--- src/rtl/serial_add_ctrl.sv ---
// Bit-serial adder/subtractor: one full-adder cell per cycle, LSB first,
// with an IDLE/RUN/DONE controller and registered result and carry-out.
module serial_add_ctrl #(
    parameter int unsigned WIDTH = 16
) (
    input  logic             CLK,
    input  logic             RST,
    input  logic             Start,
    input  logic             Sub,
    input  logic [WIDTH-1:0] A,
    input  logic [WIDTH-1:0] B,
    output logic             Ready,
    output logic             Done,
    output logic [WIDTH-1:0] S,
    output logic             C
);

    localparam int unsigned CW = (WIDTH > 1) ? $clog2(WIDTH) : 1;

    typedef enum logic [1:0] {
        IDLE = 2'd0,
        RUN  = 2'd1,
        DONE = 2'd2
    } state_t;

    state_t           r_state;
    logic [WIDTH-1:0] r_a;
    logic [WIDTH-1:0] r_b;
    logic [WIDTH-1:0] r_res;
    logic [CW-1:0]    r_cnt;
    logic             r_carry;
    logic             r_sub;
    logic [WIDTH-1:0] r_s;
    logic             r_c;

    logic             w_a;
    logic             w_b;
    logic             w_sum;
    logic             w_cout;
    logic             w_last;

    // Single full-adder cell; B is inverted for subtraction, carry-in preloaded with Sub.
    assign w_a    = r_a[0];
    assign w_b    = r_b[0] ^ r_sub;
    assign w_sum  = w_a ^ w_b ^ r_carry;
    assign w_cout = (w_a & w_b) | (r_carry & (w_a ^ w_b));
    assign w_last = (r_cnt == CW'(WIDTH - 1));

    assign Ready = (r_state == IDLE);
    assign Done  = (r_state == DONE);
    assign S     = r_s;
    assign C     = r_c;

    always_ff @(posedge CLK or posedge RST) begin
        if (RST) begin
            r_state <= IDLE;
            r_a     <= '0;
            r_b     <= '0;
            r_res   <= '0;
            r_cnt   <= '0;
            r_carry <= 1'b0;
            r_sub   <= 1'b0;
            r_s     <= '0;
            r_c     <= 1'b0;
        end else begin
            case (r_state)
                IDLE: begin
                    if (Start) begin
                        r_a     <= A;
                        r_b     <= B;
                        r_sub   <= Sub;
                        r_carry <= Sub;
                        r_cnt   <= '0;
                        r_state <= RUN;
                    end
                end
                RUN: begin
                    // Sum enters at the MSB so after WIDTH shifts bit 0 lands at the LSB.
                    r_res   <= {w_sum, r_res[WIDTH-1:1]};
                    r_carry <= w_cout;
                    r_a     <= r_a >> 1;
                    r_b     <= r_b >> 1;
                    r_cnt   <= r_cnt + CW'(1);
                    if (w_last) begin
                        r_s     <= {w_sum, r_res[WIDTH-1:1]};
                        r_c     <= w_cout;
                        r_state <= DONE;
                    end
                end
                DONE: begin
                    r_state <= IDLE;
                end
                default: begin
                    r_state <= IDLE;
                end
            endcase
        end
    end

endmodule

--- config.mk ---
export PLATFORM = sky130hd
export DESIGN_NAME = serial_add_ctrl
export DESIGN_NICKNAME = d
export VERILOG_FILES = /design/src/rtl/serial_add_ctrl.sv
export SDC_FILE = /design/constraint.sdc
export NUM_CORES = 1
export LEC_CHECK = 0
export ABC_AREA = 1
export CAP_MARGIN = 20
export CORE_ASPECT_RATIO = 0.9
export CORE_MARGIN = 2
export CORE_UTILIZATION = 57
export DETAILED_ROUTE_END_ITERATION = 6
export PLACE_DENSITY = 0.81
export SETUP_SLACK_MARGIN = 0.05
export SYNTH_ARGS = -nofsm -noshare
export SYNTH_HDL_FRONTEND = slang
export SYNTH_SLANG_ARGS = --single-unit
--- constraint.sdc ---
create_clock -name CLK -period 4.25 [get_ports CLK]
set_input_delay 0.425 -clock CLK [delete_from_list [all_inputs] [get_ports CLK]]
set_output_delay 0.425 -clock CLK [all_outputs]
set_load 0.05 [all_outputs]
==> results.md, run 1 <==
- Status: completed
- Final nets: 500
- Pre-antenna DRT Iters: 5
- DR WL/cell: around 13 µm
- Ant diodes: 0
- Post-Synthesis Mean Instance Area: between 8 and 9 µm²
- Fin util: 0.713
- Unique masters post-synth: 23
- Hold Violations, Final: 0
- Post_cts resized: 0
- Total CTS buffers: 9
- Detailed-route wire length: around 7.0 mm
- Synthesized area: about 3300 µm²
- Period utilisation layout: 0.650
- Port-buffer cells: between 50 and 60
- Setup repair bufs after CTS: 0
- Hold Buf Count CTS: 0
- Starting Density: 0.591
- Final Non-Filler Cells: roughly 540
- Final Max Slew Viols: 0
- Rows: 26
- Power Density: ~730 nW/µm²
- RSZ-0062 raised after global routing: no
- Rel. slew slack: 0.421
- Critical path type: register to output port
- Clk sinks: just over 70
- Initial antenna violation count: 0
- Placer congestion estimate: ~0.74
- Worst hold slack: just under 0.5 ns
- H-tree Lvls: 3
- Min-Delay Path Class: register to register
- Startpoint class of the critical path: register
- Drt first-iter violations: between 150 and 200
- Final setup viols: 0
- CP required: between 3 and 4 ns
- Setup Skew: 0.00649 ns
- Die ar.: 6500 µm²
- FMAX: around 360 MHz
- Placeable Area: between 5000 and 6000 µm²
- Clock-pin slew on the worst setup and hold paths: roughly 0.07 ns
- Largest net degree at the start of global routing: approximately 70
- VDD IR max: between 400 and 500 µV
- Syn Nets: approximately 460
- First-pass GRT wire length: 12.3 mm
- Maxcap violations: 0
- Clock Tree Root: clkbuf_8
- Post-route ant nets: 0
- Post-synthesis sequential area ratio: 0.539
- All-Layer GR Usage: 0.233
- Placed cells: about 520
- Area grow syn2layout: 20.7%
- Grt total ovfl: 0
- Num ports: 55
- Arrival time at the worst endpoint: 2.34 ns
- Worst-Margin Slew: just under 0.9 ns
- Final HPWL DP: approximately 4.4 mm
- Vias: around 2,800
- Post-route setup slack: approximately 1.5 ns
- Most common cell after layout, fill and taps aside: nand2_1
- Drt drc: 0
- CP Capture Type: output port
- Mapped Cells: approximately 420
- Commonest non-fill, non-tap cells in the layout: nand2_1, dfrtp_1, clkdlybuf4s50_1, nand3_1, o21ai_0
- Final worst path period need: 2.76 ns
- Synth warn: 0
- Yosys reg bits: 72
- Critical path fanouts, max: 23
- Place WS: about 1.8 ns
- Die width: 84.8 µm
- CTS tree: done
- Ratio of cells with drive above 1 in the final layout: 0.0514
- Clk buf depth: 2
- Vias in the first global route: 2,820
- Leak: roughly 2.1 nW
- Fin Setup TNS: 0 ns
- Clk Latency, worst-skew pair: between 0.3 and 0.4 ns
- Vias per inst: 5.13
- Chip Height: roughly 77 µm
-- final cells by class --
class / count / area [µm²]
fill: 427 / 1620
clock buffer: 14 / 183
sequential: 72 / 1800
inverter: 9 / 33.8
clock inverter: 2 / 35.0
tap: 70 / 87.6
multi-input combinational: 313 / 1330
timing repair buffer: 57 / 563
-- final timing paths --
| kind | from | to | slack, ns | cells past startpoint |
|---|---|---|---|---|
| hold / removal | r_b[15] | r_b[15] | 0.48 | 2 |
| hold reg to reg | r_b[15] | r_b[15] | 0.48 | 2 |
| setup reg to reg | r_state[0] | r_cnt[3] | 2.04 | 4 |
| min in group asynchronous | RST | S[4] | 0.58 | 2 |
| setup / recovery | r_state[0] | Done | 1.49 | 3 |
| max in group asynchronous | RST | r_b[13] | 2.76 | 3 |
-- through the flow --
step           power (mW)  instance area, µm²
4_1_cts              2.98                4040
6_report             2.96                4040
3_5_place_dp         2.39                3820
5_1_grt              3.19                4040
3_3_place_gp         2.33                3820
2_1_floorplan        2.10                3350
-- logic make-up after synthesis --
logic type / synth area share
compound gates: 0.0325
simple gates: 0.351
fa+ha+maj: 0.00972
xor+xnor: 0.00524
buf+inv: 0.0628
flops: 0.539
-- critical path, stage by stage, from the launching register on --
cell,delay [ns]
dfrtp_1,0.90
buf_4,0.32
nor2_1,0.06
clkdlybuf4s50_1,0.72
-- report_power, final --
| group | leakage, nW | internal [mW] | switching (mW) |
|---|---|---|---|
| clock network | 0.113 | 0.335 | 0.238 |
| logic | 1.11 | 0.413 | 0.784 |
| registers | 0.924 | 0.974 | 0.213 |
| total | 2.15 | 1.72 | 1.24 |
-- routing by layer --
layer  up-vias  track usage  share of wire
li1       1386            -              -
met1      1296        0.287           0.44
met2        65        0.406           0.50
met3        10       0.0431          0.048
met4         0       0.0921          0.012
met5         -            0              0
-- cells in the mapped netlist --
library cell  number  share of area
nor2_1             2         0.0022
nor2_8             1         0.0060
o21ai_0           19          0.028
o21ai_1            1         0.0015
clkbuf_2           1         0.0015
clkbuf_1           2         0.0022
nand4_1            1         0.0019
buf_4              2         0.0045
clkinv_1           1         0.0011
buf_1              2         0.0022
inv_1              7         0.0079
nand3_1           36          0.054
inv_2              1         0.0011
xnor2_1            2         0.0052
nand2_8            1         0.0060
buf_6              9          0.030
nand2_1          246           0.28
ha_1               1         0.0037
fa_1               1         0.0060
dfrtp_1           72           0.54
nand3_4            1         0.0052
buf_2              8          0.012
o21ai_2            1         0.0026
-- flip-flops by register name, indices dropped and copies added, names as in the netlist --
signal / count
r_res: 15
r_b: 16
S: 16
r_cnt: 4
r_carry: 1
C: 1
r_sub: 1
r_state: 2
r_a: 16
(Power assumes the default switching activity.)
==> run 2: changes to the inputs <==
--- a/config.mk
+++ b/config.mk
@@ -9,9 +9,9 @@
 export CAP_MARGIN = 20
 export CORE_ASPECT_RATIO = 0.9
 export CORE_MARGIN = 2
-export CORE_UTILIZATION = 57
+export CORE_UTILIZATION = 48
 export DETAILED_ROUTE_END_ITERATION = 6
-export PLACE_DENSITY = 0.81
+export PLACE_DENSITY = 0.72
 export SETUP_SLACK_MARGIN = 0.05
 export SYNTH_ARGS = -nofsm -noshare
 export SYNTH_HDL_FRONTEND = slang
==> constraint.sdc (replaced) <==
create_clock -name CLK -period 2.5 [get_ports CLK]
set_input_delay 0.25 -clock CLK [delete_from_list [all_inputs] [get_ports CLK]]
set_output_delay 0.25 -clock CLK [all_outputs]
set_load 0.05 [all_outputs]
==> run 2 against run 1 <==
  * Combinational power grew 68%
  * Clock skew grew 0.0021 ns
  * Setup slack lost 1.2 ns
  * Critical path depth shrank 1
  * Clock-buffer cell count shrank 2
  * Non-clock buffer count grew 2
  * Die area grew 18%
  * Final area is essentially flat
  * Critical endpoint unchanged
==> results.md, run 2 (synthesized netlist as in run 1, its figures left out) <==
- H-tree Lvls: 3 (unchanged)
- Drt drc: 0 (unchanged)
- Area grow syn2layout: 20.6% (about the same)
- FMAX: 456 MHz
- Crit path cell chain: nor2_1 > clkdlybuf4s50_1
- Setup Skew: 0.00862 ns (+0.00213 ns)
- Chip Height: 83.2 µm (+8.5%)
- VDD IR max: 462 µV (+9.3%)
- Vias per inst: 4.90 (-4.6%)
- Flop-to-flop setup slack: 0.64 ns (-1.40 ns)
- CP required: 2.25 ns (-1.58 ns)
- Placer congestion estimate: 0.782 (+5.6%)
- Post-route ant nets: 0 (unchanged)
- Pre-antenna DRT Iters: 5 (unchanged)
- Net switching power: 2.06 mW (+67%)
- Hold Buf Count CTS: 0 (unchanged)
- Switching share of power: 0.429 (+0.0115)
- Buffer and inverter count on the worst path: 1 (-1)
- Clk buf depth: 2 (unchanged)
- Largest net degree at the start of global routing: 73 (+7.4%)
- CP Capture Type: output port
- Worst path max stage delay: 0.81 ns (-0.09 ns)
- Maxcap violations: 0 (unchanged)
- Starting Density: 0.503 (-0.0884)
- All-Layer GR Usage: 0.197 (-0.0361)
- Arrival time at the worst endpoint: 1.94 ns (-0.40 ns)
- Tot Pwr: 4.80 mW (+62%)
- Startpoint class of the critical path: register
- Worst hold slack: 0.297 ns (-0.186 ns)
- Critical path fanouts, max: 14 (-39%)
- Final HPWL DP: 4.40 mm (-0.18%)
- Power Density: 1190 nW/µm² (+63%)
- Clock Tree Root: clkbuf_8
- Slowest-stage cell, CP: clkdlybuf4s50_1
- Grt total ovfl: 0 (unchanged)
- Final worst path period need: 2.19 ns
- Min-Delay Path Class: input pin to asynchronous set/reset pin
- Reg2reg path depth: 4 (unchanged)
- Leak: 2.14 nW (-0.34%)
- Fin Setup TNS: 0 ns (unchanged)
- Critical path type: register to output port
- Worst reg2reg endpoint: r_a[6]
- Detailed-route wire length: 7.01 mm (about the same)
- Port-buffer cells: 54 (unchanged)
- Clk Latency, worst-skew pair: 0.34 ns (about the same)
- Internal power: 2.74 mW (+59%)
- Initial antenna violation count: 0 (unchanged)
- Total CTS buffers: 9 (unchanged)
- Commonest non-fill, non-tap cells in the layout: nand2_1, dfrtp_1, clkdlybuf4s50_1, nand3_1, o21ai_0
- Die width: 92.0 µm (+8.6%)
- Rows: 28 (+7.7%)
- Final instance area: 4040 µm² (about the same)
- Period utilisation layout: 0.878
- Post-DP Area: 3870 µm² (+1.3%)
- CP delay by family, top: buffers and inverters
- Num ports: 55 (unchanged)
- Drt first-iter violations: 178 (+8.5%)
- Most common cell after layout, fill and taps aside: nand2_1
- Clock-pin slew on the worst setup and hold paths: 0.07 ns (about the same)
- Vias: 2,739 (-0.65%)
- Placeable Area: 6660 µm² (+18%)
- First-pass GRT wire length: 12.0 mm (-1.7%)
- Reg power frac: 0.414 (+0.013)
- Fin util: 0.606 (-0.107)
- Post_cts resized: 0 (unchanged)
- Hold Violations, Final: 0 (unchanged)
- Worst-Margin Slew: 0.918 ns (+0.0506 ns)
- CTS tree: done
- Clk sinks: 72 (unchanged)
- Status: completed
- Ant diodes: 0 (unchanged)
- Final Max Slew Viols: 0 (unchanged)
- Rel. slew slack: 0.387 (-0.0337)
- DR WL/cell: 12.5 µm (-4.0%)
- RSZ-0062 raised after global routing: no
- Ratio of cells with drive above 1 in the final layout: 0.0554 (+0.00405)
- Die ar.: 7660 µm² (+18%)
- Final setup viols: 0 (unchanged)
- Vias in the first global route: 2,623 (-7.0%)
- Reg-to-Reg Start: r_state[0]
- Final nets: 502 (+0.40%)
- Setup repair bufs after CTS: 0 (unchanged)
- Clock power frac: 0.165 (-0.029)
- Gate power share: 0.421 (+0.016)
[run 2: layer usage]
layer / global-route usage / wire length (µm) / vias to the layer above
met5: 0 / 0 / -
met4: 0.0896 / 152 / 0
met3: 0.0481 / 282 / 14
met2: 0.307 / 3230 / 48
met1: 0.260 / 3340 / 1292
li1: - / - / 1385
[run 2: tightest hold or removal path: cells and delay by family]
kind	cells	cell delay (ns)
buffers and inverters	3	0.79
[run 2: power by group through the flow]
stage / Combinational (mW) / Sequential [mW] / Clock (mW)
2_1_floorplan: 1.29 / 2.27 / 0
3_3_place_gp: 2.00 / 1.99 / 0
3_5_place_dp: 2.04 / 2.00 / 0
4_1_cts: 2.05 / 1.99 / 0.816
5_1_grt: 2.30 / 2.06 / 0.863
6_report: 2.02 / 1.99 / 0.791
[run 2: area by class of cell]
type	count	area, µm²
Multi-Input combinational cell	313	1330
Clock inverter	4	20.0
Tap cell	90	113
Clock buffer	12	145
Sequential cell	72	1800
Timing Repair Buffer	59	588
Fill cell	602	2620
Inverter	9	33.8
[run 2: worst max-delay path by stage]
stage / from / end / slack (ns) / cells after the start
floorplan: RST / C / 0.43 / 1
global placement: Start / r_a[4] / 0.67 / 5
detailed placement: Start / r_a[11] / 0.63 / 5
CTS: r_state[0] / Done / 0.30 / 2
global route: r_state[0] / Done / 0.22 / 2
finish: r_state[0] / Done / 0.31 / 2
[run 2: metrics by stage]
step / setup WS, ns / cells
final: 0.305 / 559
after global routing: 0.225 / 559
after CTS: 0.303 / 559
after detailed placement: 0.631 / 543
after global placement: 0.670 / 543
after floorplan: 0.425 / 418
==> run 3: changes to the inputs <==
--- a/config.mk
+++ b/config.mk
@@ -7,9 +7,12 @@
 export LEC_CHECK = 0
 export ABC_AREA = 1
 export CAP_MARGIN = 20
+export CELL_PAD_IN_SITES_DETAIL_PLACEMENT = 0
+export CELL_PAD_IN_SITES_GLOBAL_PLACEMENT = 2
 export CORE_ASPECT_RATIO = 0.9
 export CORE_MARGIN = 2
-export CORE_UTILIZATION = 48
+export CORE_UTILIZATION = 28
+export CTS_CLUSTER_SIZE = 28
 export DETAILED_ROUTE_END_ITERATION = 6
 export PLACE_DENSITY = 0.72
 export SETUP_SLACK_MARGIN = 0.05
==> constraint.sdc (replaced) <==
create_clock -name CLK -period 2.5 [get_ports CLK]
set_input_delay 0.75 -clock CLK [delete_from_list [all_inputs] [get_ports CLK]]
set_output_delay 0.75 -clock CLK [all_outputs]
set_load 0.05 [all_outputs]
==> run 3 against run 2 <==
  * Die area increased by 68%
  * Global-route usage decreased by 6.7 points
  * Maximum frequency decreased by 2.5%
  * Clock-buffer cell count increased by 1
  * Clock skew decreased by 0.0022 ns
  * Critical path depth decreased by 1
  * Via count decreased by 2.3%
  * Largest power group unchanged
==> results.md, run 3 (synthesized netlist as in run 1, its figures left out) <==
- Clock-pin slew on the worst setup and hold paths: 0.05 ns (-0.02 ns)
- WHS Endpoint: r_b[8]
- Startpoint class of the critical path: register
- Detailed-route wire length: 7.78 mm (+11%)
- DR WL/cell: 12.5 µm (-0.54%)
- Most common cell after layout, fill and taps aside: nand2_1
- Placer congestion estimate: 0.703 (-10%)
- Final HPWL DP: 4.69 mm (+6.6%)
- Die ar.: 12,800 µm² (+68%)
- RSZ-0062 raised after global routing: no
- Rows: 37 (+32%)
- Flop-to-flop setup slack: 0.49 ns (-0.15 ns)
- Power Density: 1240 nW/µm² (+4.0%)
- Critical path fanouts, max: 2 (-12)
- Worst reg2reg endpoint: r_cnt[3]
- Maxcap violations: 0 (unchanged)
- FMAX: 444 MHz (-2.5%)
- Worst-Margin Slew: 0.531 ns (-0.388 ns)
- CTS tree: done
- Chip Height: 108 µm (+29%)
- Setup repair bufs after CTS: 0 (unchanged)
- CP required: 1.75 ns (-0.50 ns)
- Pre-antenna DRT Iters: 4 (-1)
- H-tree Lvls: 3 (unchanged)
- WHS Path Cells: 2
- All-Layer GR Usage: 0.130 (-0.0668)
- Internal power: 3.15 mW (+15%)
- Num ports: 55 (unchanged)
- Vias: 2,676 (-2.3%)
- Final worst path period need: 2.25 ns (+0.0572 ns)
- Leak: 2.20 nW (+2.6%)
- Post-DP Area: 3970 µm² (+2.6%)
- Post-route setup slack: 0.248 ns (-0.0572 ns)
- First-pass GRT wire length: 13.3 mm (+11%)
- Place WS: 0.419 ns (-0.212 ns)
- Setup Skew: 0.00639 ns (-0.00224 ns)
- Status: completed
- Post-route ant nets: 0 (unchanged)
- CP delay by family, top: buffers and inverters
- Final instance area: 4250 µm² (+5.3%)
- Drt first-iter violations: 146 (-18%)
- Commonest non-fill, non-tap cells in the layout: nand2_1, dfrtp_1, clkdlybuf4s50_1, nand3_1, o21ai_0
- Area grow syn2layout: 27.0%
- Hold Buf Count CTS: 0 (unchanged)
- Reg area: 1800 µm² (unchanged)
- Reg-to-Reg Start: r_state[0]
- Arrival time at the worst endpoint: 1.50 ns (-0.44 ns)
- Rel. slew slack: 0.644 (+0.257)
- Filler instances: 1,204 (+100%)
- Switching share of power: 0.402 (-0.0274)
- Die width: 119 µm (+30%)
- Period utilisation layout: 0.901 (+0.0229)
- VDD IR max: 465 µV (+0.58%)
- Drt drc: 0 (unchanged)
- Placed cells: 611 (+13%)
- Placeable Area: 11,500 µm² (+73%)
- Post_cts resized: 0 (unchanged)
- Hold Violations, Final: 0 (unchanged)
- Critical path type: register to output port
- Reg2reg path depth: 5 (+1)
- Min-Delay Path Class: register to register
- Total area of multi-input combinational cells: 1330 µm² (unchanged)
- Largest net degree at the start of global routing: 73 (unchanged)
- Reg power frac: 0.376 (-0.038)
- Starting Density: 0.290 (-0.212)
- Vias in the first global route: 2,678 (+2.1%)
- Total CTS buffers: 9 (unchanged)
- Net switching power: 2.11 mW (+2.5%)
- Clock Tree Root: clkbuf_16
- Worst path max stage delay: 0.82 ns (about the same)
- Clock power frac: 0.229 (+0.064)
- Tot Pwr: 5.26 mW (+9.5%)
- Ratio of cells with drive above 1 in the final layout: 0.0598 (+0.00439)
- Buffer and inverter count on the worst path: 1 (unchanged)
- Grt total ovfl: 0 (unchanged)
- Vias per inst: 4.29 (-12%)
- Fin Setup TNS: 0 ns (unchanged)
- Final Non-Filler Cells: 624 (+12%)
- Slowest-stage cell, CP: clkdlybuf4s50_1
- CP Capture Type: output port
- Crit path cell chain: clkdlybuf4s50_1
- Gate power share: 0.395 (-0.026)
- Clk buf depth: 2 (unchanged)
- Final nets: 504 (+0.40%)
- Clk Latency, worst-skew pair: 0.32 ns (-0.02 ns)
- Final setup viols: 0 (unchanged)
- Initial antenna violation count: 0 (unchanged)
- Clk sinks: 72 (unchanged)
- Hold path start: r_b[8]
- Ant diodes: 0 (unchanged)
- Port-buffer cells: 54 (unchanged)
- Final Max Slew Viols: 0 (unchanged)
-- run 3: cell types whose count changed in the layout (fill, tap and decap cells not counted), moves of 2 or more --
cell	delta
clkbuf_16	+9
clkinv_2	-4
clkbuf_8	-6
buf_4	+3
clkbuf_1	-2
-- run 3: worst max-delay path by stage --
| stage | depth (start not counted) | endpoint | start |
|---|---|---|---|
| global route | 3 | Done | r_state[0] |
| finish | 1 | S[3] | S[3] |
| detailed placement | 5 | r_carry | Start |
| CTS | 1 | S[3] | S[3] |
| global placement | 5 | r_cnt[0] | Start |
| floorplan | 3 | Done | r_state[0] |
-- run 3: power groups by stage --
stage / sequential, mW / clock, mW / combinational, mW
2_1_floorplan: 2.27 / 0 / 1.29
3_3_place_gp: 1.98 / 0 / 2.09
3_5_place_dp: 1.99 / 0 / 2.11
4_1_cts: 1.98 / 1.24 / 2.13
5_1_grt: 2.05 / 1.29 / 2.37
6_report: 1.98 / 1.20 / 2.08
-- run 3: layout make-up --
class                   count  area share
flip-flops and latches     72       0.424
multi-input cells         313       0.314
well taps                 156      0.0459
repair buffers             61       0.141
inverters                   9     0.00883
clock buffers              13      0.0660
-- run 3: stage by stage --
| stage | hold WS (ns) | utilization |
|---|---|---|
| global placement | 0.460 | 0.344 |
| CTS | 0.480 | 0.369 |
| floorplan | 0.443 | - |
| global route | 0.487 | 0.369 |
| finish | 0.477 | 0.369 |
| detailed placement | 0.464 | 0.344 |
-- run 3: layer usage --
metal | routed length (µm) | vias to the layer above | track usage
met1 | 4000 | 1241 | 0.182
met2 | 3440 | 43 | 0.202
li1 | - | 1388 | -
met4 | 66 | 0 | 0.0459
met3 | 278 | 4 | 0.0233
met5 | 0 | - | 0
==> variant 1, RTL diff (config.mk and constraints of run 1) <==
Encoding of `state_t`: now one-hot (3 bits for 3 states).
--- a/src/rtl/serial_add_ctrl.sv
+++ b/src/rtl/serial_add_ctrl.sv
@@ -17,10 +17,10 @@
 
     localparam int unsigned CW = (WIDTH > 1) ? $clog2(WIDTH) : 1;
 
-    typedef enum logic [1:0] {
-        IDLE = 2'd0,
-        RUN  = 2'd1,
-        DONE = 2'd2
+    typedef enum logic [2:0] {
+        IDLE = 3'b001,
+        RUN  = 3'b010,
+        DONE = 3'b100
     } state_t;
 
     state_t           r_state;
Function: same outputs for any inputs over 10 cycles, from zero or initial values and one cycle with RST high; not proved beyond that.
==> variant 1 against run 1 <==
- synthesized cell count increased by 4.5%
- synthesized area increased by 3.5%
- setup slack got worse by 0.20 ns
- critical path type unchanged
- wire length increased by 6.7%
- design area increased by 4.1%
- power decreased by 15%
- sequential cell count increased by 1
- combinational power decreased by 31%
- hold slack got worse by 0.15 ns
- register-to-register slack got worse by 0.65 ns
- clock skew increased by 0.0021 ns
==> variant 1: results (changes against run 1) <==
- FILL cells: 448 (was 427)
- Warnings from Yosys: 0 (unchanged)
- Headroom to the max-slew limit: 0.268 (was 0.421)
- Max Used Layer: met4 (unchanged)
- Critical path's top delay family: flip-flops (was buffers and inverters)
- First-pass GRT wire length: 12.5 mm (was 12.3 mm)
- Via/cell ratio: 5.48 (was 5.13)
- Layout cell share with drive strength beyond 1: 0.0603 (was 0.0514)
- Inst Count DP: 533 (was 521)
- Overall routed net length: 7.49 mm (was 7.02 mm)
- Detailed Place HPWL: 4.42 mm (was 4.41 mm)
- Fin Hold WS: 0.331 ns (was 0.482 ns)
- Root Driver: clkbuf_8 (unchanged)
- Placed inst area: 3950 sq um (was 3820 sq um)
- Max incr delay on CP: 1.07 ns (was 0.90 ns)
- Metal2 WL: 3.51 mm (about the same)
- Nets: 514 (was 500)
- Clock transition at path regs: 0.08 ns
- Peak VDD IR: 356 uV (was 423 uV)
- Max Buffers Root-to-Sink: 2 (unchanged)
- Yosys cell types: 23 (unchanged)
- DRT iter0 DRCs: 213 (was 164)
- Post-synthesis sequential area ratio: 0.528 (was 0.539)
- GPL Wtd Cong: 0.791 (was 0.741)
- Switch Pwr: 0.979 mW (was 1.24 mW)
- Reg-to-reg critical path endpoint: r_b[13]$_DFFE_PP0P_ (was r_cnt[3]$_DFFE_PP0P_)
- Post-synth top cells: nand2_1 (218), dfrtp_1 (72), nand3_1 (42) (was nand2_1 (246), dfrtp_1 (72), nand3_1 (36))
- Clock latency on the worst-skew pair: 0.34 ns
- Largest net degree at the start of global routing: 57 (was 68)
- Reg2reg path depth: 5 (was 4)
- Post-cts sizing count: 0 (unchanged)
- Vias in the first global route: 2841 (was 2820)
- Hold Path Class: in -> async (was reg -> reg)
- Post-synth net total: 475 (was 456)
- Max Clock Skew: 0.00863 ns (was 0.00649 ns)
- Pleak: 2.23 nW (was 2.15 nW)
- RR Startpoint: r_state[1]$_DFFE_PP0P_ (was r_state[0]$_DFFE_PP0P_)
- WL met3: 492 microns (was 336 microns)
- Worst R2R Setup Slack: 1.39 ns (was 2.04 ns)
- Critical-path maximum fanout: 33 (was 23)
- Worst Path Arrival: 2.53 ns (was 2.34 ns)
- Non-filler instance count after layout: 551 (was 537)
- Largest cells by area after synthesis: dfrtp_1 (52%), nand2_1 (24%), nand3_1 (6.1%) (was dfrtp_1 (54%), nand2_1 (28%), nand3_1 (5.4%))
- Total GRT Usage: 0.232 (was 0.233)
- Slowest-stage cell, CP: dfrtp_1 (unchanged)
- Status: finished, final reports clean (unchanged)
- DRT met1 WL: 3.44 mm (was 3.09 mm)
- Dpl ws: 1.20 ns (was 1.84 ns)
- Mean Syn Cell Area: 7.93 sq um (was 8.00 sq um)
- CTS buffer count: 9 (unchanged)
[variant 1: worst max path at each step]
stage	startpoint	endpoint	slack, ns	cells past startpoint
floorplan	RST	C$_DFFE_PP0P_	1.97	1
global placement	r_state[1]$_DFFE_PP0P_	r_b[3]$_DFFE_PP0P_	1.21	4
detailed placement	r_state[1]$_DFFE_PP0P_	r_b[13]$_DFFE_PP0P_	1.20	4
CTS	r_state[1]$_DFFE_PP0P_	r_b[13]$_DFFE_PP0P_	1.20	4
global route	r_state[1]$_DFFE_PP0P_	r_a[12]$_DFFE_PP0P_	1.13	5
finish	r_state[1]$_DFFE_PP0P_	Ready	1.29	4
[variant 1: metal layers]
metal	GRT usage	up-vias
li1	-	1487
met1	0.310	1430
met2	0.374	96
met3	0.0617	5
met4	0.0667	0
met5	0	-
[variant 1: cells by family after synthesis]
logic type | count (synthesis) | share of synthesized area
AND/OR/NAND/NOR | 299 | 0.374
flip-flops | 73 | 0.528
buffers and inverters | 44 | 0.0603
AO/OA/AOI/OAI | 18 | 0.0260
adder cells (fa/ha/maj) | 2 | 0.00939
XOR/XNOR | 1 | 0.00253
[variant 1: final cells by class]
cell class,instances,area [sq um],share of cell area
sequential,73,1830,0.435
clock inverter,4,77.6,0.0185
timing repair buffer,59,598,0.142
multi-input combinational,320,1430,0.339
inverter,13,48.8,0.0116
clock buffer,12,135,0.0322
tap,70,87.6,0.0208
[variant 1: power groups by stage]
| stage | clock network (mW) | registers, mW | logic, mW |
|---|---|---|---|
| after detailed placement | 0 | 1.10 | 0.811 |
| after floorplan | 0 | 1.02 | 0.724 |
| after CTS | 0.599 | 1.09 | 0.813 |
| after global placement | 0 | 1.09 | 0.786 |
| final | 0.592 | 1.10 | 0.829 |
| after global routing | 0.624 | 1.12 | 0.958 |
==> variant 2, RTL diff (config.mk and constraints of run 1) <==
Without the edit above. Change the parameter `WIDTH` from 16 to 32.
--- a/src/rtl/serial_add_ctrl.sv
+++ b/src/rtl/serial_add_ctrl.sv
@@ -1,7 +1,7 @@
 // Bit-serial adder/subtractor: one full-adder cell per cycle, LSB first,
 // with an IDLE/RUN/DONE controller and registered result and carry-out.
 module serial_add_ctrl #(
-    parameter int unsigned WIDTH = 16
+    parameter int unsigned WIDTH = 32
 ) (
     input  logic             CLK,
     input  logic             RST,
Ports: changed (resized A, B and S); port bits go from 55 to 103. The function was not compared with the original's and may differ.
==> variant 2 against run 1 <==
- design area rose by 91%
- wire length rose by 100%
- synthesized area rose by 82%
- fmax fell by 6.1%
- power rose by 99%
- clock power rose to 2.5 times the old value
- largest power group unchanged
- setup slack got worse by 0.18 ns
- core utilization rose by 3.3 points
- the flow now finishes with violations (DRC)
- sequential power rose by 86%
- sequential cell count rose by 65
==> variant 2: results (changes against run 1) <==
- Status: complete, but fails checks (was finished, final reports clean)
- Violated checks: DRC
- Post-synthesis sequential area ratio: 0.562 (was 0.539)
- Slowest-stage cell, CP: dfrtp_2 (was dfrtp_1)
- DRT iter0 DRCs: 663 (was 164)
- WL met3: 801 microns (was 336 microns)
- Detailed Place HPWL: 8.22 mm (was 4.41 mm)
- Peak VDD IR: 457 uV (was 423 uV)
- Layout cell share with drive strength beyond 1: 0.0570 (was 0.0514)
- Dpl ws: 1.79 ns (was 1.84 ns)
- Hold wc startpoint: r_b[18]$_DFFE_PP0P_ (was r_b[15]$_DFFE_PP0P_)
- PD cells: 761 nW/um^2 (was 732 nW/um^2)
- Fin Hold WS: 0.478 ns (was 0.482 ns)
- Htree depth: 4 (was 3)
- Inst Count DP: 955 (was 521)
- Met3 capacity usage during global routing: 0.0635 (was 0.0431)
- Max Clock Skew: 0.00688 ns (was 0.00649 ns)
- Reg-to-reg critical path endpoint: r_b[14]$_DFFE_PP0P_ (was r_cnt[3]$_DFFE_PP0P_)
- Largest net degree at the start of global routing: 129 (was 68)
- Total GRT Usage: 0.251 (was 0.233)
- # DRC: 9 (was 0)
- Nets: 918 (was 500)
- Synthesized instance count: 766 (was 418)
- Switching Share: 0.404 (was 0.418)
- Met1 Track Usage GR: 0.325 (was 0.287)
- P_seq: 2.21 mW (was 1.19 mW)
- DRT met1 WL: 6.09 mm (was 3.09 mm)
- Met2 usage: 0.424 (was 0.406)
- Clock latency on the worst-skew pair: 0.41 ns (was 0.33 ns)
- Tcrit/Tclk final: 0.692 (was 0.650)
## variant 2: cell types whose count changed in the layout (fill, tap and decap cells not counted), sizes merged, moves of 4 or more
cell | run 1 | this run
nand2 | 247 | 398
clkinv | 2 | 7
o21ai | 21 | 67
clkinvlp | 0 | 4
clkbuf | 14 | 18
nand3 | 37 | 68
clkdlybuf4s50 | 54 | 102
buf | 3 | 8
dfrtp | 72 | 137
inv | 8 | 39
## variant 2: cell families after synthesis
| kind of cell | Yosys count | synth area share |
|---|---|---|
| AND/OR/NAND/NOR | 471 | 0.305 |
| flip-flops | 137 | 0.562 |
| buffers and inverters | 86 | 0.0673 |
| AO/OA/AOI/OAI | 67 | 0.0556 |
| adder cells (fa/ha/maj) | 3 | 0.00738 |
| XOR/XNOR | 2 | 0.00287 |
## variant 2: cell type report
class | instances | area (sq um)
sequential | 137 | 3430
fill | 745 | 2620
multi-input combinational | 543 | 2280
timing repair buffer | 110 | 1110
clock buffer | 18 | 439
tap | 129 | 161
clock inverter | 14 | 149
inverter | 38 | 148
